[src/rtl/uart_line_rx_pkg.sv]
// Shared types and constants for the UART line handler: FSM states, control bytes,
// the expected greeting and the two fixed reply strings.
package uart_line_pkg;

    typedef enum logic [1:0] {
        RECV  = 2'd0,
        CHECK = 2'd1,
        REPLY = 2'd2
    } state_e;

    localparam logic [7:0] CR = 8'h0D;
    localparam logic [7:0] LF = 8'h0A;

    localparam int GREETING_LEN = 11;
    localparam logic [8*GREETING_LEN-1:0] GREETING = "HELLO ALINX";

    localparam int REPLY_LEN = 5;
    localparam logic [8*REPLY_LEN-1:0] ACK_ROM = {8'h41, 8'h43, 8'h4B, CR, LF};
    localparam logic [8*REPLY_LEN-1:0] NAK_ROM = {8'h4E, 8'h41, 8'h4B, CR, LF};

    // Byte 0 is the leftmost character of the packed string.
    function automatic logic [7:0] greeting_byte(input int idx);
        return GREETING[8*(GREETING_LEN-1-idx) +: 8];
    endfunction

    function automatic logic [7:0] reply_byte(input logic is_ack, input int idx);
        logic [8*REPLY_LEN-1:0] rom;
        rom = is_ack ? ACK_ROM : NAK_ROM;
        return rom[8*(REPLY_LEN-1-idx) +: 8];
    endfunction

endpackage

[src/rtl/uart_line_rx_if.sv]
// Byte streams between the line handler and the UART rx/tx instances.
// slave is the line handler's view; master is the peer side (receiver + transmitter).
interface uart_line_rx_if;
    logic [7:0] rx_data;
    logic       rx_data_valid;
    logic       rx_data_ready;
    logic [7:0] tx_data;
    logic       tx_data_valid;
    logic       tx_data_ready;

    modport slave (
        input  rx_data, rx_data_valid,
        output rx_data_ready,
        output tx_data, tx_data_valid,
        input  tx_data_ready
    );

    modport master (
        output rx_data, rx_data_valid,
        input  rx_data_ready,
        input  tx_data, tx_data_valid,
        output tx_data_ready
    );
endinterface

[src/rtl/uart_line_rx_reply_tx.sv]
// Streams a 5-byte ACK/NAK reply; first byte valid the cycle after start_i.
// Holds tx_data/tx_data_valid while tx_data_ready is low; done_o marks the last transfer.
module uart_reply_tx
    import uart_line_pkg::*;
(
    input  logic       clk,
    input  logic       rst_n,
    input  logic       start_i,
    input  logic       ack_i,
    output logic [7:0] tx_data_o,
    output logic       tx_data_valid_o,
    input  logic       tx_data_ready_i,
    output logic       done_o
);

    logic [2:0] idx_q, idx_d;
    logic       ack_q, ack_d;
    logic       vld_q, vld_d;
    logic [7:0] dat_q, dat_d;
    logic       xfer;
    logic       last;

    assign xfer = vld_q && tx_data_ready_i;
    assign last = (idx_q == 3'(REPLY_LEN - 1));

    always_comb begin
        idx_d  = idx_q;
        ack_d  = ack_q;
        vld_d  = vld_q;
        dat_d  = dat_q;
        done_o = 1'b0;
        if (start_i) begin
            idx_d = '0;
            ack_d = ack_i;
            vld_d = 1'b1;
            dat_d = reply_byte(ack_i, 0);
        end else if (xfer) begin
            if (last) begin
                vld_d  = 1'b0;
                done_o = 1'b1;
            end else begin
                idx_d = idx_q + 3'd1;
                dat_d = reply_byte(ack_q, int'(idx_q) + 1);
            end
        end
    end

    always_ff @(posedge clk or negedge rst_n) begin
        if (!rst_n) begin
            idx_q <= '0;
            ack_q <= 1'b0;
            vld_q <= 1'b0;
            dat_q <= '0;
        end else begin
            idx_q <= idx_d;
            ack_q <= ack_d;
            vld_q <= vld_d;
            dat_q <= dat_d;
        end
    end

    assign tx_data_o       = dat_q;
    assign tx_data_valid_o = vld_q;

endmodule

[src/rtl/uart_line_rx.sv]
// Assembles LF-terminated lines, compares them to the greeting and answers ACK/NAK.
// First reply byte valid 2 cycles after the LF; rx is stalled (ready low) until the reply completes.
module uart_line_rx
    import uart_line_pkg::*;
#(
    parameter int CLK_FRE    = 50,
    parameter int MAX_LEN    = 16,
    parameter int TIMEOUT_MS = 10
) (
    input  logic          clk,
    input  logic          rst_n,
    uart_line_rx_if.slave lnk,
    output logic          line_match,
    output logic          line_overflow,
    output logic [7:0]    line_len,
    output logic [15:0]   match_cnt
);

    localparam int unsigned TO_LIMIT = CLK_FRE * 1000 * TIMEOUT_MS;
    localparam int          TO_W     = $clog2(TO_LIMIT + 1);
    localparam int          CNT_W    = $clog2(MAX_LEN + 1);
    localparam int          IDX_W    = $clog2(MAX_LEN);

    state_e             state_q, state_d;
    logic [CNT_W-1:0]   count_q, count_d;
    logic               ovf_q, ovf_d;
    logic [TO_W-1:0]    to_q, to_d;
    logic [7:0]         line_len_q, line_len_d;
    logic               match_q, match_d;
    logic               ovf_pls_q, ovf_pls_d;
    logic [15:0]        match_cnt_q, match_cnt_d;

    logic [7:0]         line_buf_q [MAX_LEN];
    logic               wr_en;
    logic               rx_acc;
    logic               line_eq;
    logic               reply_start;
    logic               reply_done;

    assign lnk.rx_data_ready = (state_q == RECV);
    assign rx_acc            = lnk.rx_data_valid && (state_q == RECV);

    always_comb begin
        line_eq = (count_q == CNT_W'(GREETING_LEN)) && !ovf_q;
        for (int i = 0; i < GREETING_LEN; i++) begin
            if (line_buf_q[i] != greeting_byte(i)) begin
                line_eq = 1'b0;
            end
        end
    end

    always_comb begin
        state_d     = state_q;
        count_d     = count_q;
        ovf_d       = ovf_q;
        to_d        = to_q;
        line_len_d  = line_len_q;
        match_d     = 1'b0;
        ovf_pls_d   = 1'b0;
        match_cnt_d = match_cnt_q;
        wr_en       = 1'b0;
        reply_start = 1'b0;
        case (state_q)
            RECV: begin
                if (rx_acc) begin
                    to_d = '0;
                    if (lnk.rx_data == CR) begin
                        count_d = count_q;
                    end else if (lnk.rx_data == LF) begin
                        if (count_q != '0) begin
                            line_len_d = 8'(count_q);
                            state_d    = CHECK;
                        end
                    end else if (count_q < CNT_W'(MAX_LEN)) begin
                        wr_en   = 1'b1;
                        count_d = count_q + 1'b1;
                    end else begin
                        ovf_d = 1'b1;
                    end
                end else if (count_q != '0) begin
                    // A stalled partial line is dropped without reply or pulses.
                    if (to_q == TO_W'(TO_LIMIT - 1)) begin
                        count_d = '0;
                        ovf_d   = 1'b0;
                        to_d    = '0;
                    end else begin
                        to_d = to_q + 1'b1;
                    end
                end
            end
            CHECK: begin
                match_d     = line_eq;
                ovf_pls_d   = ovf_q;
                reply_start = 1'b1;
                if (line_eq) begin
                    match_cnt_d = match_cnt_q + 16'd1;
                end
                state_d = REPLY;
            end
            REPLY: begin
                if (reply_done) begin
                    count_d = '0;
                    ovf_d   = 1'b0;
                    state_d = RECV;
                end
            end
            default: state_d = RECV;
        endcase
    end

    always_ff @(posedge clk or negedge rst_n) begin
        if (!rst_n) begin
            state_q     <= RECV;
            count_q     <= '0;
            ovf_q       <= 1'b0;
            to_q        <= '0;
            line_len_q  <= '0;
            match_q     <= 1'b0;
            ovf_pls_q   <= 1'b0;
            match_cnt_q <= '0;
        end else begin
            state_q     <= state_d;
            count_q     <= count_d;
            ovf_q       <= ovf_d;
            to_q        <= to_d;
            line_len_q  <= line_len_d;
            match_q     <= match_d;
            ovf_pls_q   <= ovf_pls_d;
            match_cnt_q <= match_cnt_d;
        end
    end

    always_ff @(posedge clk or negedge rst_n) begin
        if (!rst_n) begin
            for (int i = 0; i < MAX_LEN; i++) begin
                line_buf_q[i] <= '0;
            end
        end else if (wr_en) begin
            line_buf_q[count_q[IDX_W-1:0]] <= lnk.rx_data;
        end
    end

    uart_reply_tx u_reply (
        .clk             (clk),
        .rst_n           (rst_n),
        .start_i         (reply_start),
        .ack_i           (line_eq),
        .tx_data_o       (lnk.tx_data),
        .tx_data_valid_o (lnk.tx_data_valid),
        .tx_data_ready_i (lnk.tx_data_ready),
        .done_o          (reply_done)
    );

    assign line_match    = match_q;
    assign line_overflow = ovf_pls_q;
    assign line_len      = line_len_q;
    assign match_cnt     = match_cnt_q;

endmodule

[src/flat_wrapper.sv]
// flat-port wrapper written by rule: the top's interface ports become plain ports
module uart_line_rx_flat import uart_line_pkg::*;
#(
    parameter int CLK_FRE    = 50,
    parameter int MAX_LEN    = 16,
    parameter int TIMEOUT_MS = 10
)
  (clk, rst_n, line_match, line_overflow, line_len, match_cnt, lnk_rx_data, lnk_rx_data_valid, lnk_rx_data_ready, lnk_tx_data, lnk_tx_data_valid, lnk_tx_data_ready);
  uart_line_rx_if lnk_i ();
  input  logic clk;
  input  logic rst_n;
  output logic line_match;
  output logic line_overflow;
  output logic [7:0] line_len;
  output logic [15:0] match_cnt;
  input wire logic [$bits(lnk_i.rx_data)-1:0] lnk_rx_data;
  input wire logic [$bits(lnk_i.rx_data_valid)-1:0] lnk_rx_data_valid;
  output wire logic [$bits(lnk_i.rx_data_ready)-1:0] lnk_rx_data_ready;
  output wire logic [$bits(lnk_i.tx_data)-1:0] lnk_tx_data;
  output wire logic [$bits(lnk_i.tx_data_valid)-1:0] lnk_tx_data_valid;
  input wire logic [$bits(lnk_i.tx_data_ready)-1:0] lnk_tx_data_ready;
  assign lnk_i.rx_data = lnk_rx_data;
  assign lnk_i.rx_data_valid = lnk_rx_data_valid;
  assign lnk_rx_data_ready = lnk_i.rx_data_ready;
  assign lnk_tx_data = lnk_i.tx_data;
  assign lnk_tx_data_valid = lnk_i.tx_data_valid;
  assign lnk_i.tx_data_ready = lnk_tx_data_ready;
  uart_line_rx #(.CLK_FRE(CLK_FRE), .MAX_LEN(MAX_LEN), .TIMEOUT_MS(TIMEOUT_MS)) u_core (.clk(clk), .rst_n(rst_n), .lnk(lnk_i), .line_match(line_match), .line_overflow(line_overflow), .line_len(line_len), .match_cnt(match_cnt));
endmodule
[config.mk]
export PLATFORM = sky130hd
export DESIGN_NAME = uart_line_rx_flat
export DESIGN_NICKNAME = d
export VERILOG_FILES = /design/src/rtl/uart_line_rx_pkg.sv /design/src/rtl/uart_line_rx_if.sv /design/src/rtl/uart_line_rx_reply_tx.sv /design/src/rtl/uart_line_rx.sv /design/src/flat_wrapper.sv
export SDC_FILE = /design/constraint.sdc
export NUM_CORES = 1
export LEC_CHECK = 0
export ABC_CLOCK_PERIOD_IN_PS = 5750
export BUFFER_PORTS_ARGS = -buffer_cell sky130_fd_sc_hd__buf_2
export CAP_MARGIN = 25
export CORE_UTILIZATION = 55
export DETAILED_ROUTE_END_ITERATION = 6
export PLACE_DENSITY = 0.74
export SLEW_MARGIN = 20
export SYNTH_ARGS = -nofsm -noshare
export SYNTH_HDL_FRONTEND = slang
export SYNTH_SLANG_ARGS = --single-unit
export TNS_END_PERCENT = 30
[constraint.sdc]
create_clock -name clk -period 5.75 [get_ports clk]
set_clock_uncertainty 0.05 [all_clocks]
set_input_delay 0.2875 -clock clk [delete_from_list [all_inputs] [get_ports clk]]
set_output_delay 0.2875 -clock clk [all_outputs]
set_load 0.02 [all_outputs]
==> metrics.cfg, run 1 <==
[placed_design]
dp_hpwl_um=10500
dp.cells=787
gp_congestion=0.895
placed_area_sq_um=7370
io_buffers=41

[clock_network]
cts-root-buf=clkbuf_16
clk_pin_slew_ps=60
clk_path_buf_depth=2
htree_levels=4
cts.sinks=148
cts_tree=done
cts_setup_buffers=0
cts-buffers-inserted=17
cts_resized=0
clock_latency_ps=420

[floorplan]
die_x_um=116
io_pins=48
num_rows=41
dieArea_sq_um=13300
start_util_pct=56.2
core_sq_um=12600
die_h_um=116

[yosys]
synth-compound-area-share_pct=4.73
synth_cell_type_count=65
synth-edff-count=0
synth_top_family_by_area=simple AND/OR/NAND/NOR gates
synth_cells=601
syn_area_sq_um=7090
ys_warn_count=0
synth_ff_type=dfrtp_1
synthXorXnorAreaFrac_pct=3.07
ys_seq_area_share_pct=52.2
ys_seq_elements=148
synthMuxAreaShare_pct=15.1
synth_fa_ha_area_share_pct=1.41
avgSynthCellArea_sq_um=11.8
synthSimpleGateAreaFrac_pct=20.4
async_flop_share_pct=100

[setup_path]
crit_required_ps=6000
arrival_ps=3240
start_kind=flop
cp-end-kind=flop
cp_max_fo=16
path_class=reg -> reg

[timing]
max_freq_mhz=335
worst_pin_slew_ps=1010
slew_violations=0
min_period_ps=2990
tns_ps=0
rsz0062_at_grt=false
period_share_pct=51.9
setup_viol=0
relSlewSlack_pct=31.8
finalHoldViolations=0

[drt]
drc=2
drtIter0Drc=454
wl_um=15800
via_count=5080
routed_via_density=6.20
first_pass_iters=7
wl_per_cell_um=19.3
ant_nets=0

[global_routing]
grt_pass1_vias=5028
grt-ovfl-total=0
grt_pass1_wl_um=26000
grt_start_max_net_pins=93
antenna_found_initial=0
grt_use_total_pct=25.9

[status]
violations=DRC
status=finished with violations

[power]
internal_power_mw=2.51
pwr-share-clk_pct=31.8
p_leak_nw=3.64
swShare_pct=31.0
total_power_mw=3.64
p_switching_mw=1.13
pwr-share-comb_pct=22.8
vdd_drop_max_mv=0.301
p_per_area_nw_per_um2=455
seqPwrFrac_pct=45.4

[layout]
nNetsFinal=655
drive_above_1_share_pct=28.7
insertedDiodeCount=0
instances_no_fill=820
fin_area_sq_um=8000
syn2layout_area_growth_pct=12.9

[job]
cap_viol_max_count=0

[min_path]
hp-class=in -> reg

-- cell usage in the layout (no fill, tap or decap), drive strengths merged, types with 4 or more instances in the layout --
cell type / instances
dfrtp: 148
mux2: 94
buf: 42
nand2: 39
nor2: 33
nand4: 31
nand3: 28
xnor2: 23
nor4: 19
clkbuf: 19
nor4b: 17
nor3: 15
a21oi: 14
and3: 12
inv: 10
nor4bb: 9
o21ai: 9
ha: 8
clkinvlp: 7
conb: 6
and4: 5
o211ai: 5
and2: 4
bufinv: 4
-- routing by layer --
metal	global-route usage, %	wire, um
met1	33.7	6920
met2	42.0	7790
met3	5.81	648
met4	10.7	430
met5	0	0
-- stage by stage --
stage	setup WS [ps]	hold slack, ps	util, %
global route	2640	161	63.4
global placement	2890	341	58.4
detailed placement	2810	353	58.4
finish	2760	147	63.4
floorplan	3470	-58.1	-
CTS	2790	134	63.4
-- power groups by stage --
stage                     sequential [mW]  clock, mW  combinational, mW
after floorplan                      1.57          0              0.662
after global placement               1.63          0              0.793
after detailed placement             1.65          0              0.826
after CTS                            1.64       1.18              0.837
after global routing                 1.69       1.23              0.917
final                                1.65       1.16              0.830
-- registers in the layout (all words and copies together), names as in the netlist --
register,count
u_core.line_buf_q,88
u_core.to_q,19
u_core.match_cnt,16
u_core.count_q,5
u_core.line_len,5
u_core.u_reply.tx_data_o,5
u_core.u_reply.idx_q,3
u_core.state_q,2
u_core.line_match,1
u_core.line_overflow,1
u_core.ovf_q,1
u_core.u_reply.ack_q,1
u_core.u_reply.tx_data_valid_o,1
-- synthesized netlist by cell type (11+ instances only) --
master    number  area share [%]
nor4b_1       17             2.1
nor4_1        17             1.5
xnor2_1       22             2.7
a21oi_1       14            0.99
nor2_1        31             1.6
and3_1        11            0.97
nand2_1       39             2.1
nand3_1       28             2.0
clkbuf_1      15            0.79
dfrtp_1      148              52
nand4_1       25             2.2
nor3_1        15             1.1
mux2_2        93              15
-- area by class of cell --
| class | instances | area [sq um] |
|---|---|---|
| Clock buffer | 19 | 443 |
| Clock inverter | 13 | 183 |
| Fill cell | 1003 | 4620 |
| Inverter | 10 | 37.5 |
| Multi-Input combinational cell | 415 | 3190 |
| Sequential cell | 148 | 3700 |
| Tap cell | 172 | 215 |
| Timing Repair Buffer | 43 | 229 |
-- worst max-delay path, cell delays in order, from the launching register on --
cell,delay (ps)
dfrtp_1,450
ha_1,340
nand2b_4,80
or4b_4,530
nor4_4,770
and3_4,340
mux2_4,300
-- path summary, 6_finish.rpt --
path / start / end / slack, ps / cells after the start
max in group asynchronous: rst_n / u_core.count_q[3]$_DFFE_PN0P_ / 3980 / 3
min in group asynchronous: rst_n / u_core.match_cnt[5]$_DFFE_PN0P_ / 440 / 2
max reg2reg: u_core.count_q[0]$_DFFE_PN0P_ / u_core.match_cnt[1]$_DFFE_PN0P_ / 2760 / 6
max: u_core.count_q[0]$_DFFE_PN0P_ / u_core.match_cnt[1]$_DFFE_PN0P_ / 2760 / 6
min: lnk_tx_data_ready / u_core.u_reply.tx_data_valid_o$_DFFE_PN0P_ / 150 / 4
min reg2reg: u_core.match_cnt[15]$_DFFE_PN0P_ / u_core.match_cnt[15]$_DFFE_PN0P_ / 430 / 1
-- kinds of logic after synthesis --
family                     after synthesis
other                                    1
buffers and inverters                   43
xor gates and xnor gates                24
muxes                                   95
adders and majority gates                8
DFF                                    148
and+or+nand+nor                        232
AOI/OAI and AO/OA                       50
-- repair_timing --
action	in CTS	in global routing
hold buffers	1	0
hold endpoints to repair	91	0
endpoints found under the setup margin	0	0
Note: power is estimated with default switching activity, not from simulation.
==> run 2, diff against run 1 <==
--- a/config.mk
+++ b/config.mk
@@ -5,12 +5,13 @@
 export SDC_FILE = /design/constraint.sdc
 export NUM_CORES = 1
 export LEC_CHECK = 0
-export ABC_CLOCK_PERIOD_IN_PS = 5750
+export ABC_AREA = 1
+export ABC_CLOCK_PERIOD_IN_PS = 3100
 export BUFFER_PORTS_ARGS = -buffer_cell sky130_fd_sc_hd__buf_2
 export CAP_MARGIN = 25
 export CORE_UTILIZATION = 55
 export DETAILED_ROUTE_END_ITERATION = 6
-export PLACE_DENSITY = 0.74
+export PLACE_DENSITY = 0.73
 export SLEW_MARGIN = 20
 export SYNTH_ARGS = -nofsm -noshare
 export SYNTH_HDL_FRONTEND = slang
==> constraint.sdc (replaced) <==
create_clock -name clk -period 3.1 [get_ports clk]
set_clock_uncertainty 0.05 [all_clocks]
set_input_delay 0.155 -clock clk [delete_from_list [all_inputs] [get_ports clk]]
set_output_delay 0.155 -clock clk [all_outputs]
set_load 0.02 [all_outputs]
==> run 2 against run 1 <==
Against the previous run: the run now ends clean; design area up 1.9%; global-route usage down 0.55 points; setup slack worse by 2400 ps; critical path type unchanged; sequential power up 67%; routed wire length down 1.8%; largest power group unchanged; final cell count up 33%; synthesized cell count up 43%.
==> metrics.cfg, run 2 <==
[yosys]
synth_fa_ha_area_share_pct=1.39  ; -0.019 points
ys_seq_elements=148  ; unchanged
synthMuxAreaShare_pct=0  ; -15 points
synthSimpleGateAreaFrac_pct=27.2  ; +6.8 points
syn_area_sq_um=7190  ; +1.3%
synth_ff_type=dfrtp_1
ys_top_cells_by_count=nand2_1 (201), dfrtp_1 (148), nor2_1 (124)
synth-compound-area-share_pct=10.0  ; +5.3 points
synth-edff-count=0  ; unchanged
synth_top_family_by_area=simple AND/OR/NAND/NOR gates
async_flop_share_pct=100  ; unchanged
synth_cells=860  ; +43%
synth_top_area_cell=dfrtp_1
ys_seq_area_share_pct=51.5  ; -0.69 points
synth_cell_type_count=38  ; -42%
synthXorXnorAreaFrac_pct=2.07  ; -1.0 points
synth.most_common_cell=nand2_1
avgSynthCellArea_sq_um=8.36  ; -29%
synth_area_leaders=dfrtp_1 (52%), nand2_1 (10%), o21ai_0 (6.7%), nor2_1 (6.5%), inv_1 (4.4%)
yosysTopAreaCellShare_pct=51.5  ; -0.69 points
ys_warn_count=0  ; unchanged

[timing]
worst_pin_slew_ps=932  ; -82.7 ps
period_share_pct=88.3  ; +36 points
tns_ps=0  ; unchanged
min_period_ps=2740  ; -250 ps
finalHoldViolations=0  ; unchanged
relSlewSlack_pct=37.7  ; +5.8 points
rsz0062_at_grt=false
max_freq_mhz=365  ; +9.1%
setup_viol=0  ; unchanged
slew_violations=0  ; unchanged

[drt]
first_pass_iters=5  ; -2
routed_via_density=5.30  ; -15%
drtIter0Drc=514  ; +13%
ant_nets=0  ; unchanged
via_count=5757  ; +13%
drc=0  ; -2
wl_per_cell_um=14.3  ; -26%
wl_um=15500  ; -1.8%

[setup_path]
path_class=reg -> reg
crit_required_ps=3370  ; -2630 ps
cp_max_fo=16  ; unchanged
cp-end-kind=flop
r2r_start=u_core.state_q[0]$_DFFE_PN0P_
arrival_ps=3010  ; -230 ps
start_kind=flop
crit_start=u_core.state_q[0]$_DFFE_PN0P_

[clock_network]
cts-root-buf=clkbuf_16
clk_pin_slew_ps=60  ; about the same
clk_path_buf_depth=2  ; unchanged
cts.sinks=148  ; unchanged
clock_latency_ps=430  ; about the same
cts_tree=done
cts-buffers-inserted=17  ; unchanged
htree_levels=4  ; unchanged
cts_setup_buffers=0  ; unchanged

[power]
p_leak_nw=3.81  ; +4.6%
p_per_area_nw_per_um2=799  ; +76%
vdd_drop_max_mv=0.453  ; +51%

[global_routing]
grt_pass1_wl_um=26000  ; -0.22%
grt_start_max_net_pins=87  ; -6.5%
grt_pass1_vias=5212  ; +3.7%
antenna_found_initial=0  ; unchanged
grt_use_total_pct=25.3  ; -0.55 points
grt-ovfl-total=0  ; unchanged

[placed_design]
gp_congestion=0.905  ; +1.2%
io_buffers=41  ; unchanged
dp_hpwl_um=10400  ; -0.87%
placed_area_sq_um=7470  ; +1.3%

[floorplan]
die_h_um=116  ; +0.66%
io_pins=48  ; unchanged
num_rows=41  ; unchanged
start_util_pct=56.7  ; +0.52 points
dieArea_sq_um=13500  ; +1.3%
die_x_um=116  ; +0.66%
core_sq_um=12700  ; +0.41%

[layout]
multi_input_comb_area_sq_um=2950  ; -7.7%
syn2layout_area_growth_pct=13.5
final_cell_mix=nand2_1 (201), dfrtp_1 (148), nor2_1 (124)
regArea_sq_um=3700  ; unchanged
layout_commonest_cell=nand2_1
drive_above_1_share_pct=10.9  ; -18 points
fin_util_pct=64.4  ; +0.97 points
insertedDiodeCount=0  ; unchanged
nNetsFinal=922  ; +41%
largest_reg_flops=88  ; unchanged
fin_area_sq_um=8160  ; +1.9%
nFillCells=1063  ; +6.0%
top_register=u_core.line_buf_q

[min_path]
hp-start=lnk_tx_data_ready
hp-class=in -> reg

[status]
status=complete, no violations

[job]
cap_viol_max_count=0  ; unchanged

## run 2: through the flow
stage	power [mW]	worst slack, ps	std cells	hold WS, ps
6_report	6.52	363	1087	25.5
5_1_grt	6.92	103	1087	75.3
4_1_cts	6.54	360	1087	19.6
3_5_place_dp	4.20	378	1053	229
3_3_place_gp	4.14	507	1053	233
2_1_floorplan	3.85	1240	865	-191
## run 2: cell type report
cell class | count | area share, %
flip-flops and latches | 148 | 45.4
repair buffers | 48 | 3.60
well taps | 172 | 2.64
clock buffers | 18 | 5.38
inverters | 87 | 4.00
clock inverters | 14 | 2.85
multi-input cells | 600 | 36.1
## run 2: final timing paths
| kind | end | slack, ps | cells past startpoint |
|---|---|---|---|
| max | u_core.line_buf_q[49]$_DFFE_PN0P_ | 360 | 5 |
| min | u_core.u_reply.tx_data_valid_o$_DFFE_PN0P_ | 30 | 4 |
| max reg2reg | u_core.line_buf_q[49]$_DFFE_PN0P_ | 360 | 5 |
| min reg2reg | u_core.u_reply.tx_data_o[6]$_DFFE_PN0P_ | 430 | 2 |
| max in group asynchronous | u_core.line_buf_q[40]$_DFFE_PN0P_ | 2010 | 3 |
| min in group asynchronous | u_core.u_reply.tx_data_o[0]$_DFFE_PN0P_ | 300 | 2 |
## run 2: per-layer routing
| layer | up-vias | share of wire [%] | global-route usage, % |
|---|---|---|---|
| met5 | - | 0 | 0 |
| met4 | 0 | 1.2 | 8.21 |
| met3 | 18 | 4.7 | 6.02 |
| met2 | 153 | 45 | 37.9 |
| met1 | 2736 | 49 | 36.3 |
| li1 | 2850 | - | - |
## run 2: power by group
group          internal, mW  switching [mW]  leakage [nW]
logic                 0.509           0.925          1.50
registers              2.41           0.346          1.98
clock network          1.52           0.809         0.326
total                  4.44            2.08          3.81
## run 2: cell families after synthesis
logic type,count (synthesis)
flip-flops,148
AND/OR/NAND/NOR,433
other,1
XOR/XNOR,17
buffers and inverters,117
AO/OA/AOI/OAI,136
adder cells (fa/ha/maj),8
## run 2: timing repair
action / CTS / global route
gates resized for setup: 0 / 0
hold endpoints to repair: 85 / 0
hold buffers: 2 / 0
## run 2: critical path, cell delays in order (launching register included)
cell and delay (ps):
dfrtp_1 460, nor2_8 210, nand2_4 130, nor3_4 780, nand3_1 600, o21ai_0 390
==> run 3, diff against run 2 <==
--- a/config.mk
+++ b/config.mk
@@ -6,12 +6,12 @@
 export NUM_CORES = 1
 export LEC_CHECK = 0
 export ABC_AREA = 1
-export ABC_CLOCK_PERIOD_IN_PS = 3100
+export ABC_CLOCK_PERIOD_IN_PS = 2380
 export BUFFER_PORTS_ARGS = -buffer_cell sky130_fd_sc_hd__buf_2
 export CAP_MARGIN = 25
 export CORE_UTILIZATION = 55
 export DETAILED_ROUTE_END_ITERATION = 6
-export PLACE_DENSITY = 0.73
+export PLACE_DENSITY_LB_ADDON = 0.15
 export SLEW_MARGIN = 20
 export SYNTH_ARGS = -nofsm -noshare
 export SYNTH_HDL_FRONTEND = slang
==> constraint.sdc (replaced) <==
create_clock -name clk -period 2.38 [get_ports clk]
set_clock_uncertainty 0.05 [all_clocks]
set_input_delay 0.119 -clock clk [delete_from_list [all_inputs] [get_ports clk]]
set_output_delay 0.119 -clock clk [all_outputs]
set_load 0.02 [all_outputs]
==> run 3 against run 2 <==
Against the previous run: sequential cell count unchanged; sequential share of layout area increased by 0.091 points; sequential power increased by 30%; largest power group unchanged; clock power increased by 14%; setup slack got worse by 98 ps; global-route usage increased by 0.41 points; core utilization decreased by 0.13 points; total power increased by 25%.
==> metrics.cfg, run 3 (synthesis results as in run 2) <==
[status]
status=complete, no violations

[setup_path]
worstPathCellList=inv_1 > ha_1 > inv_1 > nor2_2 > nand2_2 > o21ai_4 > inv_2 > nand2_2 > nand2_1 > a21oi_1
slowest_delay_ps=410  ; -370 ps
cpMaxStageDelayCell=dfrtp_1
cp-end-kind=flop
crit_required_ps=2680  ; -690 ps
arrival_ps=2420  ; -590 ps
start_kind=flop
ff2ff_setup_slack_ps=260  ; -100 ps
path_class=reg -> reg
cp_max_fo=12  ; -4

[floorplan]
num_rows=41  ; unchanged
die_h_um=116  ; unchanged
die_x_um=116  ; unchanged
dieArea_sq_um=13500  ; unchanged
io_pins=48  ; unchanged
core_sq_um=12700  ; unchanged
start_util_pct=56.7  ; unchanged

[timing]
max_freq_mhz=473  ; +29%
relSlewSlack_pct=60.6  ; +23 points
tns_ps=0  ; unchanged
slew_violations=0  ; unchanged
period_share_pct=88.9  ; +0.59 points
min_period_ps=2120  ; -622 ps
rsz0062_at_grt=false
finalHoldViolations=0  ; unchanged
worst_pin_slew_ps=586  ; -346 ps
setup_viol=0  ; unchanged

[global_routing]
antenna_found_initial=0  ; unchanged
grt-ovfl-total=0  ; unchanged
grt_start_max_net_pins=65  ; -25%
grt_use_total_pct=25.7  ; +0.41 points
grt_pass1_wl_um=26500  ; +2.1%
grt_pass1_vias=5556  ; +6.6%

[min_path]
hp-class=in -> async

[layout]
final_cell_mix=nand2_1 (200), dfrtp_1 (148), nor2_1 (124)
syn2layout_area_growth_pct=13.3
nNetsFinal=932  ; +1.1%
largest_reg_flops=88  ; unchanged
drive_above_1_share_pct=11.6  ; +0.64 points
insertedDiodeCount=0  ; unchanged
top_register=u_core.line_buf_q
layout_commonest_cell=nand2_1

[clock_network]
clk_pin_slew_ps=60  ; about the same
clk_path_buf_depth=2  ; unchanged
cts-buffers-inserted=17  ; unchanged
htree_levels=4  ; unchanged
cts-root-buf=clkbuf_16
cts.sinks=148  ; unchanged
clock_latency_ps=430  ; about the same
cts_tree=done
cts_setup_buffers=0  ; unchanged

[job]
cap_viol_max_count=0  ; unchanged

[drt]
via_count=5851  ; +1.6%
routed_via_density=5.33  ; +0.71%
ant_nets=0  ; unchanged
first_pass_iters=5  ; unchanged
wl_um=15800  ; +1.8%
wl_per_cell_um=14.4  ; +0.91%
drc=0  ; unchanged
drtIter0Drc=546  ; +6.2%

[placed_design]
io_buffers=41  ; unchanged
dp_hpwl_um=11000  ; +6.0%
gp_congestion=0.889  ; -1.8%

[power]
p_per_area_nw_per_um2=1000  ; +25%
total_power_mw=8.14  ; +25%
vdd_drop_max_mv=0.557  ; +23%
p_leak_nw=3.81  ; about the same

run 3: critical path, delay by kind of cell, from the launching register on:
family          cells  cell delay [ps]
simple gates        4              600
compound gates      2              410
buf+inv             3              380
fa+ha+maj           1              170
flops               1              410
run 3: repair_timing:
action                                  CTS  global route
hold buffers                              4             0
resized for setup                         0             1
hold endpoints to repair                 56             0
endpoints found under the setup margin    0             7
run 3: layer usage:
metal / track usage [%] / routed length, um / vias to the layer above
li1: - / - / 2865
met1: 36.1 / 7680 / 2808
met2: 39.3 / 7060 / 154
met3: 4.77 / 767 / 24
met4: 11.0 / 290 / 0
met5: 0 / 0 / -
run 3: power breakdown:
part,switching [mW],internal (mW),leakage (nW)
combinational,1.22,0.681,1.55
clock,1.06,1.60,0.284
sequential,0.444,3.14,1.98
run 3: path summary, 6_finish.rpt:
path / startpoint / endpoint / cells after the start
max: u_core.count_q[0]$_DFFE_PN0P_ / u_core.to_q[12]$_DFFE_PN0P_ / 10
min reg2reg: u_core.u_reply.tx_data_o[6]$_DFFE_PN0P_ / u_core.u_reply.tx_data_o[6]$_DFFE_PN0P_ / 2
max reg2reg: u_core.count_q[0]$_DFFE_PN0P_ / u_core.to_q[12]$_DFFE_PN0P_ / 10
max in group asynchronous: rst_n / u_core.u_reply.ack_q$_DFFE_PN0P_ / 3
min: rst_n / u_core.match_cnt[6]$_DFFE_PN0P_ / 2
min in group clk: lnk_rx_data[2] / u_core.line_buf_q[82]$_DFFE_PN0P_ / 4
run 3: through the flow:
stage	std cells	hold WS, ps	utilization [%]	instance area [sq um]	setup WS [ps]
after floorplan	865	-227	-	7200	519
after global placement	1061	19.5	59.3	7510	299
after detailed placement	1061	16.9	59.3	7510	182
after CTS	1097	117	64.2	8140	156
after global routing	1097	146	64.3	8140	66.2
final	1097	124	64.3	8140	265
run 3: area by class of cell:
cell class | instances | area (sq um)
inverters | 87 | 327
multi-input cells | 600 | 2950
clock buffers | 21 | 460
clock inverters | 11 | 125
repair buffers | 58 | 362
flip-flops and latches | 148 | 3700
well taps | 172 | 215
fillers | 1101 | 4530
